==> src/rtl/reg_file.sv <==
// Two-read / one-write register file; writes commit on the falling clock edge.
// Optional macro R0_ZERO_EN makes entry 0 a hardwired zero.
module reg_file #(
    parameter int DATA_W = 32,
    parameter int ADDR_W = 5
) (
    input  logic              clk,
    input  logic              rst_n,
    input  logic              we3,
    input  logic [ADDR_W-1:0] wa3,
    input  logic [DATA_W-1:0] wd3,
    input  logic [ADDR_W-1:0] ra1,
    input  logic [ADDR_W-1:0] ra2,
    output logic [DATA_W-1:0] rd1,
    output logic [DATA_W-1:0] rd2
);

    localparam int DEPTH = 1 << ADDR_W;

    logic [DATA_W-1:0] regs [DEPTH];
    logic              wr_ok;

`ifdef R0_ZERO_EN
    assign wr_ok = (wa3 != '0);
`else
    assign wr_ok = 1'b1;
`endif

    // Falling-edge commit gives decode the second half-cycle to see writeback data.
    always_ff @(negedge clk or negedge rst_n) begin
        if (!rst_n) begin
            for (int i = 0; i < DEPTH; i++) begin
                regs[i] <= '0;
            end
        end else if (we3 && wr_ok) begin
            regs[wa3] <= wd3;
        end
    end

`ifdef R0_ZERO_EN
    assign rd1 = (ra1 == '0) ? '0 : regs[ra1];
    assign rd2 = (ra2 == '0) ? '0 : regs[ra2];
`else
    assign rd1 = regs[ra1];
    assign rd2 = regs[ra2];
`endif

endmodule

==> config.mk <==
export PLATFORM = sky130hd
export DESIGN_NAME = reg_file
export DESIGN_NICKNAME = d
export VERILOG_FILES = /design/src/rtl/reg_file.sv
export SDC_FILE = /design/constraint.sdc
export NUM_CORES = 2
export LEC_CHECK = 0
export CORE_UTILIZATION = 57
export DETAILED_ROUTE_END_ITERATION = 6
export PLACE_DENSITY = 0.75
export RECOVER_POWER = 100
export REMOVE_ABC_BUFFERS = 1
export SYNTH_ARGS = -nofsm -noshare
export SYNTH_HDL_FRONTEND = slang
export SYNTH_SLANG_ARGS = --single-unit
==> constraint.sdc <==
create_clock -name clk -period 2.3 [get_ports clk]
set_input_delay 0.575 -clock clk [delete_from_list [all_inputs] [get_ports clk]]
set_output_delay 0.575 -clock clk [all_outputs]
set_load 0.02 [all_outputs]
==> results.txt <==
Worst-case clock buffer depth: 3. After clock tree synthesis, the clock-pin slew on the worst setup and hold paths is 0.05 ns. After global routing the overflow that remains totals 0. The via count of the first global-routing pass is 43700.

The number of hold buffers added after CTS was 0. The overall routing resource usage is 35.5%. After synthesis, the largest area contributor takes up 45.6% of total cell area.

The die area is 99900 sq um, and the synthesized instance count is 4605. The congestion estimate from routability-driven global placement came to 0.888. The critical path startpoint was regs[317].

Critical path data required time: 1.73 ns. The tightest min-delay check is of the reg -> reg type. The arrival time of data at the critical path endpoint is 3.73 ns. For this configuration, the core starts out at a cell density of 57.8%. In the layout the commonest cells are 1024 x sky130_fd_sc_hd__dfrtn_1, 1023 x sky130_fd_sc_hd__mux2i_1, 701 x sky130_fd_sc_hd__mux2_2, 331 x sky130_fd_sc_hd__buf_4, 306 x sky130_fd_sc_hd__mux2_4. The largest total area in the synthesized netlist belongs to sky130_fd_sc_hd__dfrtn_1. The starting DRC count in detailed routing came out at 5750. Post-detailed-route via-to-cell ratio: 6.97. In the post-synthesis netlist, the biggest area contributors are sky130_fd_sc_hd__dfrtn_1 46%, sky130_fd_sc_hd__mux2_2 20%, sky130_fd_sc_hd__mux2i_1 18%, sky130_fd_sc_hd__a22oi_1 2.6%, sky130_fd_sc_hd__a22o_1 2.0%. The fraction of layout instances using a drive strength above 1 is 41.7%. Clock tree synthesis inserted a total of 112 buffers. Headroom to the max-slew limit came out at 52.5%.

In this run the worst setup path terminates at rd2[29]. Summing the sequential cell areas from Yosys gives 45.6% of the chip area. The tool flagged a number of max-cap violations equal to 0. TritonCTS built the clock tree. The worst-case reg-to-reg path depth works out to 3. The clock sink count came out at 1024.

The detail route stage leaves a number of antenna-violating nets equal to 0. The overall power was 57.1 mW. The root buffer cell chosen for the clock tree is sky130_fd_sc_hd__clkbuf_16. The synthesized design contains 1024 register bits. The number of max-slew violations in the final report was 0.

The run gives 28 as the count of unique library cells instantiated by Yosys. The final reports fail on setup timing. At the pin with the least slew margin, the transition time is 0.693 ns. The CTS H-tree depth is 3, and the top-level I/O count is 114. The floorplan step defined a core boundary enclosing 97300 sq um.

In this run the worst path has a maximum fanout of 3. Dividing total power by cell area gives a power density of 793 nW/um^2. The number of hold violations in the final report came out at 0.

More flip-flops sit in one register than any other, and that register is regs. The count of fill cells added during filler insertion was 5816. The synthesized cell area was 56200 sq um. The largest registers in the layout are regs x1024. The worst-case vdd ir drop was 0.000609 V; the number of synthesis warnings was 0. The run gives 1.26 ns as the register-to-register setup slack. STA classifies the critical path endpoint as a primary output. The final worst setup slack is -2.01 ns, and the static leakage is 34.2 nW. The critical path start-end classification was reg -> out.

The run finished, with violations left. The floorplan step set the die height to 316 um. Dividing the detail-routed wire length by the instance count gives 32.1 um. Width of the die: 316 um. The tools report the total via count in the routed design as 44700. Setup repair after global routing could not meet its margin everywhere. The later pin in the worst-skew pair is clocked with a latency of 0.65 ns.

For this block, the routed nets add up to 206000 um of wire. The worst register-to-register path begins at regs[935]. The wire-length estimate of the detail-placed layout is 114000 um.

The pre-antenna-repair detailed-routing pass consisted of 6 iterations. The tools report the total DRC errors in the routed layout as 0. The final setup skew came out at 0 ns. Setup violations remaining at the end of the flow were counted as 1770. The register with the most flip-flops in the layout has 1024 of them. The first global-routing pass estimated 270000 um of wire. For the initial antenna violation count, the log shows 2. The maximum number of pins on one net before global-route repair came out at 71. The count of buffers added on input and output ports is 113.

STA classifies the critical path startpoint as a flop. The area growth from synthesis to layout came out at 28.2%. In this run the critical register-to-register path is captured at regs[935]. Layout net count: 5099. Measured on the finished design, the core utilization comes to 74.1%. The initialized floorplan defines 114 standard-cell rows. A synthesized cell averages 12.2 sq um. The most common cell after layout, fill and taps aside was sky130_fd_sc_hd__dfrtn_1.
[routing by layer]
metal / track usage [%] / part of all wire (%) / up-vias
met5: 0 / 0 / -
met2: 54.7 / 43 / 3134
met4: 14.0 / 7.0 / 0
met3: 6.48 / 13 / 881
met1: 49.8 / 37 / 22800
li1: - / - / 18000
[through the flow]
stage                     instances  setup TNS (ns)  setup WS, ns  cell area [sq um]  hold WS [ns]
after floorplan                4161        -1220.30         -3.87              53800         0.440
after global placement         6089        -1593.03         -1.72              63300         0.449
after detailed placement       6089        -1631.49         -1.75              63300         0.460
after CTS                      6337         -317.26         -1.47              69100         0.460
after global routing           6419         -470.84         -1.98              72100         0.487
final                          6420         -430.91         -2.01              72100         0.464
[critical path, stage by stage, from the launching register on]
cell and delay, ns:
sky130_fd_sc_hd__dfrtn_1 0.36, sky130_fd_sc_hd__mux2i_1 0.57, sky130_fd_sc_hd__a22oi_1 0.30, sky130_fd_sc_hd__a31oi_2 0.38, sky130_fd_sc_hd__nand3_2 0.15, sky130_fd_sc_hd__buf_6 0.15
[worst min path at each step]
stage                          from         to  slack [ns]  cells after the start
after floorplan           regs[609]  regs[609]        0.44                      1
after global placement    regs[579]  regs[579]        0.45                      1
final                     regs[595]  regs[595]        0.46                      1
after detailed placement  regs[611]  regs[611]        0.46                      1
after CTS                 regs[611]  regs[611]        0.46                      1
after global routing      regs[531]  regs[531]        0.49                      1
[cell families (layout without fill, tap and decap cells)]
logic type | after synthesis | count (layout) | synth area share (%)
and+or+nand+nor | 513 | 513 | 4.38
muxes | 2048 | 2048 | 38.7
other | 0 | 3 | 0
AOI/OAI and AO/OA | 576 | 576 | 6.98
buffers and inverters | 444 | 980 | 4.36
DFF | 1024 | 1024 | 45.6
[timing repair]
action / 4_1_cts / 5_1_grt
pin swaps: 167 / 131
cloned: 14 / 42
setup endpoints to repair: 1088 / 1088
gates resized for setup: 670 / 403
setup buffers: 42 / 51
[power by group]
group,total [mW],switching [mW],internal (mW)
logic,13.3,6.06,7.19
registers,25.0,3.12,21.9
clock network,18.8,7.71,11.1
[cell usage after synthesis, drive strengths merged]
library cell / n
a22oi: 192
a31oi: 64
nand2b: 4
mux2i: 1024
a22o: 128
nor2: 19
buf: 254
or2: 3
and2: 2
nand3: 194
mux2: 1024
nor3: 65
or3b: 1
and3: 1
nand2: 211
nand3b: 4
nor2b: 4
and3b: 1
nor3b: 4
a21oi: 192
clkbuf: 190
dfrtn: 1024
[cell type report]
type / count / area, sq um / share of cell area (%)
Antenna cell: 3 / 7.51 / 0.0104
Tap cell: 1276 / 1600 / 2.21
Multi-Input combinational cell: 3137 / 30800 / 42.7
Sequential cell: 1024 / 25600 / 35.5
Clock buffer: 161 / 3290 / 4.56
Clock inverter: 45 / 543 / 0.753
Timing Repair Buffer: 774 / 10300 / 14.2
(Power assumes the default switching activity.)
